### config.mk
export PLATFORM = sky130hd
export DESIGN_NAME = mcif_rsp_route2
export DESIGN_NICKNAME = d
export VERILOG_FILES = /design/src/rtl/mcif_rsp_route2.sv
export SDC_FILE = /design/constraint.sdc
export NUM_CORES = 1
export LEC_CHECK = 0
export CAP_MARGIN = 15
export CORE_UTILIZATION = 45
export CTS_CLUSTER_DIAMETER = 150
export CTS_CLUSTER_SIZE = 12
export DETAILED_ROUTE_END_ITERATION = 10
export HOLD_SLACK_MARGIN = 0.15
export PLACE_DENSITY = 0.81
export SKIP_CTS_REPAIR_TIMING = 1
export SYNTH_ARGS = -nofsm -noshare
export SYNTH_HDL_FRONTEND = slang
export SYNTH_SLANG_ARGS = --single-unit
export TNS_END_PERCENT = 10
### constraint.sdc
create_clock -name clk -period 3.2 [get_ports clk]
set_input_delay 0.64 -clock clk [delete_from_list [all_inputs] [get_ports clk]]
set_output_delay 0.64 -clock clk [all_outputs]
set_load 0.005 [all_outputs]
### src/rtl/mcif_rsp_route2.sv
// Return-path router for the 2-port MCIF: records {requester, burst length} per accepted
// command and steers returning read beats to that requester's response port in order.
module mcif_rsp_route2 #(
    parameter int DW    = 32,
    parameter int LEN_W = 4,
    parameter int DEPTH = 8
) (
    input  logic             clk,
    input  logic             rst_n,
    input  logic             cmd_fire,
    input  logic             cmd_id,
    input  logic [LEN_W-1:0] cmd_len,
    output logic             tag_full,
    output logic             tag_empty,
    input  logic             mem_rd_valid,
    input  logic [DW-1:0]    mem_rd_data,
    output logic             mem_rd_ready,
    output logic             rsp0_valid,
    output logic [DW-1:0]    rsp0_data,
    output logic             rsp0_last,
    input  logic             rsp0_ready,
    output logic             rsp1_valid,
    output logic [DW-1:0]    rsp1_data,
    output logic             rsp1_last,
    input  logic             rsp1_ready,
    output logic             err_ovf,
    output logic             err_unexp
);
    localparam int AW = $clog2(DEPTH);

    logic [AW:0]      wr_ptr;
    logic [AW:0]      rd_ptr;
    logic             id_mem  [DEPTH];
    logic [LEN_W-1:0] len_mem [DEPTH];
    logic [LEN_W-1:0] beat_cnt;

    logic             head_id;
    logic [LEN_W-1:0] head_len;
    logic             sel_ready;
    logic             push;
    logic             beat_fire;
    logic             beat_last;

    // Extra pointer MSB distinguishes full from empty when the index bits match.
    assign tag_empty = (wr_ptr == rd_ptr);
    assign tag_full  = (wr_ptr[AW] != rd_ptr[AW]) && (wr_ptr[AW-1:0] == rd_ptr[AW-1:0]);

    assign head_id   = id_mem[rd_ptr[AW-1:0]];
    assign head_len  = len_mem[rd_ptr[AW-1:0]];

    assign sel_ready    = head_id ? rsp1_ready : rsp0_ready;
    assign mem_rd_ready = ~tag_empty & sel_ready;
    assign beat_fire    = mem_rd_valid & mem_rd_ready;
    assign beat_last    = (beat_cnt == head_len);
    assign push         = cmd_fire & ~tag_full;

    assign rsp0_valid = mem_rd_valid & ~tag_empty & ~head_id;
    assign rsp1_valid = mem_rd_valid & ~tag_empty & head_id;
    assign rsp0_data  = mem_rd_data;
    assign rsp1_data  = mem_rd_data;
    assign rsp0_last  = rsp0_valid & beat_last;
    assign rsp1_last  = rsp1_valid & beat_last;

    always_ff @(posedge clk or negedge rst_n) begin
        if (!rst_n) begin
            wr_ptr   <= '0;
            rd_ptr   <= '0;
            beat_cnt <= '0;
            for (int i = 0; i < DEPTH; i++) begin
                id_mem[i]  <= 1'b0;
                len_mem[i] <= '0;
            end
        end else begin
            // Full is judged before this cycle's pop, so a pop never frees room for a same-cycle push.
            if (push) begin
                id_mem[wr_ptr[AW-1:0]]  <= cmd_id;
                len_mem[wr_ptr[AW-1:0]] <= cmd_len;
                wr_ptr                  <= wr_ptr + (AW+1)'(1);
            end
            if (beat_fire) begin
                if (beat_last) begin
                    beat_cnt <= '0;
                    rd_ptr   <= rd_ptr + (AW+1)'(1);
                end else begin
                    beat_cnt <= beat_cnt + LEN_W'(1);
                end
            end
        end
    end

    always_ff @(posedge clk or negedge rst_n) begin
        if (!rst_n) begin
            err_ovf   <= 1'b0;
            err_unexp <= 1'b0;
        end else begin
            if (cmd_fire && tag_full)
                err_ovf <= 1'b1;
            if (mem_rd_valid && tag_empty)
                err_unexp <= 1'b1;
        end
    end

endmodule

==> metrics, run 1 <==
outcome complete, but fails checks; failing checks setup timing; top post-synthesis cells by area dfrtp_1 (43%), buf_4 (16%), mux2_2 (15%); final wirelength 5810 µm; Non-Filler Instances 294; Die Height 85.5 µm; fin. max-slew vios 0; R2R depth 7; top-level port count 116; initial core utilization 0.464; Synth cell types 34; crit path launch type flop; Max-slew headroom 0.595; Worst Setup End Kind output port; setup ws final -0.0671 ns; final setup violation count 2; GR Util All Layers 0.167; layout net count 261; DRT Pass-1 Iters 4; CORE AREA 6760 µm²; CTS root buf clkbuf_8; share of Yosys cell area claimed by the top area cell type 0.431; share of layout cells above drive strength 1 0.388; R2R Setup Slk 0.59 ns; DR vias/cell 5.61; Tcrit/Tclk final 1.02; Final Wtd Congestion 0.744; vias in the first global route 1,660; Synth Instances between 200 and 300; Worst Clk Skew 0.00804 ns; HP Class in2async; Req. time, crit path 2.56 ns; most common library cells after synthesis buf_4 (66), dfrtp_1 (54), mux2_2 (41); EDFF count, synth 0; placed cell count 286; DRC violations left 0; RSZ-0062 raised after global routing yes; max_cap viols 0; Final min period 3.27 ns; Power Total 0.00309 W; Die X 85.5 µm; CTS clk-pin slew, worst paths 0.09 ns; vias post-DR 1,649; Clk Latency, worst-skew pair 0.31 ns; Port Buffers 19; R2R Path Start rd_ptr[1]$_DFFE_PN0P_; H-tree depth 2; Mean Syn Cell Area 12.5 µm²; initial antenna violation count 0; Detailed Place HPWL about 4300 µm; Fillers 603; leading area contributor after synthesis dfrtp_1; Worst Path Arrival 2.63 ns; number of synthesized register bits 54; row cnt 30; worst slew pin tran 0.605 ns; grt total ovfl 0; Async SR Flop Fraction 1.00; crit-path max FO 5; CTS Buf Count 5; fin area 3090 µm²; Final Hold Vio Count 0; dominant synthesized flop cell dfrtp_1; wire per inst a little under 20 µm; Max Root-Sink Buffers 2; ant diodes 0; pre-CTS setup slack about 0.072 ns; register area 1350 µm²; pin count of the biggest net entering global routing 36; Crit Path Category reg2out; maximum vdd drop about 0.28 mV; warnings from Yosys 0; Syn-to-layout area delta -1.67%; global-route wire length before repair 9070 µm; DR iter-0 viols 95; Area after DPL 2940 µm²; die area roughly 7300 µm²; Worst R2R End rd_ptr[1]$_DFFE_PN0P_; most frequent cell after synthesis buf_4; CTS tree done; sequential element share of the synthesized area 0.431; Pwr Density 1000 nW/µm²; Multi-input gate area 1270 µm²; Mapped Area 3140 µm²; synthesized net count 298; Leak 1.27 nW; fmax 306 MHz; worst hold slack approximately 0.27 ns; antenna viol nets, final 0; Num Clock Sinks 54
==> registers in the layout, summed over array words and instances, names as in the netlist <==
register / cells
err_ovf: 1
id_mem: 8
rd_ptr: 4
beat_cnt: 4
err_unexp: 1
len_mem: 32
wr_ptr: 4
==> cells by family (layout without fill, tap and decap cells) <==
family | after synthesis | count (layout) | synth area share
AND/OR/NAND/NOR | 38 | 38 | 0.0770
flip-flops | 54 | 54 | 0.431
adder cells (fa/ha/maj) | 3 | 3 | 0.0120
buffers and inverters | 74 | 36 | 0.173
XOR/XNOR | 13 | 13 | 0.0363
multiplexers | 62 | 62 | 0.250
AO/OA/AOI/OAI | 8 | 8 | 0.0203
==> stage by stage <==
stage | setup TNS, ns | util
CTS | -1.01 | 0.447
global placement | 0 | 0.434
detailed placement | 0 | 0.434
finish | -0.119 | 0.457
global route | -0.503 | 0.457
floorplan | 0 | -
==> worst max-delay path, cell delays in order, from the launching register on <==
cell             delay (ns)
dfrtp_2                0.45
mux4_2                 0.53
mux2i_2                0.21
xor2_1                 0.26
nand4_4                0.16
nor3_2                 0.18
clkdlybuf4s50_1        0.53
==> how the worst max path moves through the flow <==
| stage | cells past startpoint | endpoint | start | slack [ns] |
|---|---|---|---|---|
| floorplan | 7 | rsp0_last | rd_ptr[1]$_DFFE_PN0P_ | 0.62 |
| global placement | 5 | rsp0_last | rd_ptr[1]$_DFFE_PN0P_ | 0.06 |
| detailed placement | 6 | rsp1_last | rd_ptr[1]$_DFFE_PN0P_ | 0.07 |
| CTS | 6 | rsp1_last | rd_ptr[1]$_DFFE_PN0P_ | -0.27 |
| global route | 6 | rsp1_last | rd_ptr[0]$_DFFE_PN0P_ | -0.24 |
| finish | 6 | rsp1_last | rd_ptr[0]$_DFFE_PN0P_ | -0.07 |
==> final cells by class <==
class                   instances  area share
well taps                      80      0.0324
inverters                       3     0.00365
flip-flops and latches         54       0.439
repair buffers                 27      0.0852
clock buffers                   6      0.0268
multi-input cells             124       0.413
==> cells in the final DEF, fill, tap and decap left out, types with 4 or more instances in the layout <==
| cell | count |
|---|---|
| clkbuf_8 | 6 |
| mux4_2 | 8 |
| xnor2_1 | 5 |
| nor2_1 | 5 |
| nand3_1 | 6 |
| mux2i_1 | 9 |
| mux2_2 | 41 |
| dfrtp_1 | 52 |
| clkdlybuf4s50_1 | 18 |
| buf_4 | 5 |
| nand2_1 | 10 |
| xor2_1 | 6 |
| nor3_2 | 4 |
==> layer usage <==
metal / track usage / wire length (µm) / vias to the layer above
met1: 0.209 / 2500 / 836
met4: 0.0636 / 79 / 0
met3: 0.0452 / 382 / 17
met5: 0 / 0 / -
met2: 0.276 / 2850 / 70
li1: - / - / 726
==> report_power, final <==
part	internal, W	switching (W)
logic	0.000823	0.000618
clock network	0.000168	0.000212
registers	0.00101	0.000257
(Power assumes the default switching activity.)
==> run 2: changes to the inputs <==
--- a/config.mk
+++ b/config.mk
@@ -6,12 +6,12 @@
 export NUM_CORES = 1
 export LEC_CHECK = 0
 export CAP_MARGIN = 15
-export CORE_UTILIZATION = 45
-export CTS_CLUSTER_DIAMETER = 150
+export CORE_UTILIZATION = 48
+export CTS_CLUSTER_DIAMETER = 50
 export CTS_CLUSTER_SIZE = 12
 export DETAILED_ROUTE_END_ITERATION = 10
 export HOLD_SLACK_MARGIN = 0.15
-export PLACE_DENSITY = 0.81
+export PLACE_DENSITY = 0.86
 export SKIP_CTS_REPAIR_TIMING = 1
 export SYNTH_ARGS = -nofsm -noshare
 export SYNTH_HDL_FRONTEND = slang
==> constraint.sdc (replaced) <==
create_clock -name clk -period 4.1 [get_ports clk]
set_input_delay 0.82 -clock clk [delete_from_list [all_inputs] [get_ports clk]]
set_output_delay 0.82 -clock clk [all_outputs]
set_load 0.005 [all_outputs]
==> metrics, run 2 (same netlist as run 1, synthesis figures left out) <==
outcome finished, final reports clean (was complete, but fails checks); CTS Buf Count 5 (unchanged); fmax 263 MHz; fin. max-slew vios 0 (unchanged); RSZ-0062 raised after global routing no (was yes); Port Buffers 19 (unchanged); Syn-to-layout area delta -3.99% (was -1.67%); CTS root buf clkbuf_8 (unchanged); Final min period ~3.8 ns; Worst Setup End Kind output port (unchanged); DRC violations left 0 (unchanged); Num Clock Sinks 54 (unchanged); Clk Latency, worst-skew pair 0.30 ns (was 0.31 ns); pin count of the biggest net entering global routing 41 (was 36); Die Height 82.9 µm (was 85.5 µm); Worst Path Arrival 2.98 ns (was 2.63 ns); worst slew pin tran 0.901 ns (was 0.605 ns); Tcrit/Tclk final 0.927; initial core utilization 0.497 (was 0.464); CORE AREA 6310 µm² (was 6760 µm²); final wirelength 5560 µm (was 5810 µm); most frequent cells in the layout dfrtp_1 (53), mux2_2 (41), clkdlybuf4s50_1 (18) (was dfrtp_1 (52), mux2_2 (41), clkdlybuf4s50_1 (18)); Max Root-Sink Buffers 2 (unchanged); Power Total 0.00236 W (was 0.00309 W); Crit Path Category reg2out (unchanged); placed cell count 279 (was 286); H-tree depth 2 (unchanged); CTS clk-pin slew, worst paths 0.09 ns (about the same); uppermost layer routed met4 (unchanged); Non-Filler Instances 287 (was 294); HP Class reg2reg (was in2async); crit-path max FO 11 (was 5); worst hold slack 0.461 ns (was 0.271 ns); WL met2 2830 µm (was 2850 µm); R2R Setup Slk 1.30 ns (was 0.59 ns); worst hold stages 1; worst path cell trace mux4_2 -> mux2i_1 -> xor2_1 -> nand4_4 -> nor3b_1 -> clkdlybuf4s50_1 (was mux4_2 -> mux2i_2 -> xor2_1 -> nand4_4 -> nor3_2 -> clkdlybuf4s50_1); CTS tree done (unchanged); M1 WL 2260 µm (was 2500 µm); Critical Path Max Stage Delay 0.70 ns (was 0.53 ns); maximum vdd drop 0.456 mV (was 0.279 mV); Die X 82.9 µm (was 85.5 µm); max reg flops 32 (unchanged); share of layout cells above drive strength 1 0.338 (was 0.388); DR iter-0 viols 83 (was 95); max_cap viols 0 (unchanged); grt total ovfl 0 (unchanged); antenna viol nets, final 0 (unchanged); wire length on met3 363 µm (was 382 µm); most common cell after layout, fill and taps aside dfrtp_1 (unchanged); top-level port count 116 (unchanged); vias in the first global route 1,706 (was 1,660); GR Util All Layers 0.174 (was 0.167); R2R depth 6 (was 7); Detailed Place HPWL 4060 µm (was 4270 µm); die area 6860 µm² (was 7310 µm²); row cnt 29 (was 30); DRT Pass-1 Iters 4 (unchanged); Largest regs len_mem: 32 flops, id_mem: 8 flops (unchanged); wire per inst 19.4 µm (was 19.8 µm); Max-slew headroom 0.400 (was 0.595); Leak 1.24 nW (was 1.27 nW); ant diodes 0 (unchanged); DR vias/cell 5.61 (about the same); Pwr Density 782 nW/µm² (was 1000 nW/µm²); final setup violation count 0 (was 2); critical path's slowest cell dfrtp_1 (was mux4_2); crit path launch type flop (unchanged); global-route wire length before repair 9360 µm (was 9070 µm); initial antenna violation count 0 (unchanged); Most flops, register len_mem (unchanged); Worst Clk Skew 0.00564 ns (was 0.00804 ns); Final Hold Vio Count 0 (unchanged); Req. time, crit path 3.28 ns (was 2.56 ns); layout net count 255 (was 261); vias post-DR 1,610 (was 1,649); Setup TNS 0 ns (was -0.119 ns); Final Wtd Congestion 0.799 (was 0.744)
## run 2: cell types whose count changed in the layout (fill, tap and decap cells not counted), sizes merged
cell | before | now
buf | 9 | 3
bufinv | 0 | 1
clkinvlp | 0 | 1
## run 2: final cells by class
cell class                      count  area [µm²]
Fill cell                         564        3300
Inverter                            3        11.3
Clock buffer                        6        72.6
Timing Repair Buffer               21         200
Clock inverter                      2        37.5
Multi-Input combinational cell    124        1240
Sequential cell                    54        1350
Tap cell                           77        96.3
## run 2: layer usage
layer	global-route usage	vias to the layer above
met5	0	-
met4	0.0533	0
met3	0.0497	19
met2	0.294	68
met1	0.215	804
li1	-	719
## run 2: per-stage QoR
step | instance area, µm² | setup slack [ns] | util
after floorplan | 3140 | 1.34 | -
after global placement | 2900 | 0.503 | 0.460
after detailed placement | 2900 | 0.482 | 0.460
after CTS | 3010 | 0.128 | 0.477
after global routing | 3010 | 0.167 | 0.477
final | 3010 | 0.299 | 0.477
## run 2: worst max-delay path, delay by kind of cell (launching register included)
kind,cells,cell delay (ns)
and+or+nand+nor,2,0.50
DFF,1,0.70
buffers and inverters,1,0.54
muxes,2,0.67
xor gates and xnor gates,1,0.26
## run 2: report_power, final
| group | total (W) | leakage, nW | switching [W] | internal, W |
|---|---|---|---|---|
| sequential | 0.00101 | 0.643 | 0.000223 | 0.000790 |
| clock | 0.000353 | 0.0514 | 0.000171 | 0.000182 |
| combinational | 0.000991 | 0.541 | 0.000411 | 0.000581 |
| total | 0.00236 | 1.24 | 0.000804 | 0.00155 |
## run 2: final timing paths
kind | start | end
worst max-delay path | rd_ptr[2]$_DFFE_PN0P_ | rsp0_last
worst min-delay path | err_ovf$_DFFE_PN0P_ | err_ovf$_DFFE_PN0P_
worst max register to register | rd_ptr[1]$_DFFE_PN0P_ | rd_ptr[1]$_DFFE_PN0P_
worst min register to register | err_ovf$_DFFE_PN0P_ | err_ovf$_DFFE_PN0P_
max in group asynchronous | rst_n | len_mem[26]$_DFFE_PN0P_
min in group asynchronous | rst_n | len_mem[8]$_DFFE_PN0P_
==> run 3: changes to the inputs <==
--- a/config.mk
+++ b/config.mk
@@ -5,6 +5,7 @@
 export SDC_FILE = /design/constraint.sdc
 export NUM_CORES = 1
 export LEC_CHECK = 0
+export ABC_CLOCK_PERIOD_IN_PS = 4100
 export CAP_MARGIN = 15
 export CORE_UTILIZATION = 48
 export CTS_CLUSTER_DIAMETER = 50
@@ -13,6 +14,7 @@
 export HOLD_SLACK_MARGIN = 0.15
 export PLACE_DENSITY = 0.86
 export SKIP_CTS_REPAIR_TIMING = 1
+export SKIP_LAST_GASP = 1
 export SYNTH_ARGS = -nofsm -noshare
 export SYNTH_HDL_FRONTEND = slang
 export SYNTH_SLANG_ARGS = --single-unit
==> results of run 3 <==
The final DEF is identical to that of run 2; final timing and power are the same.
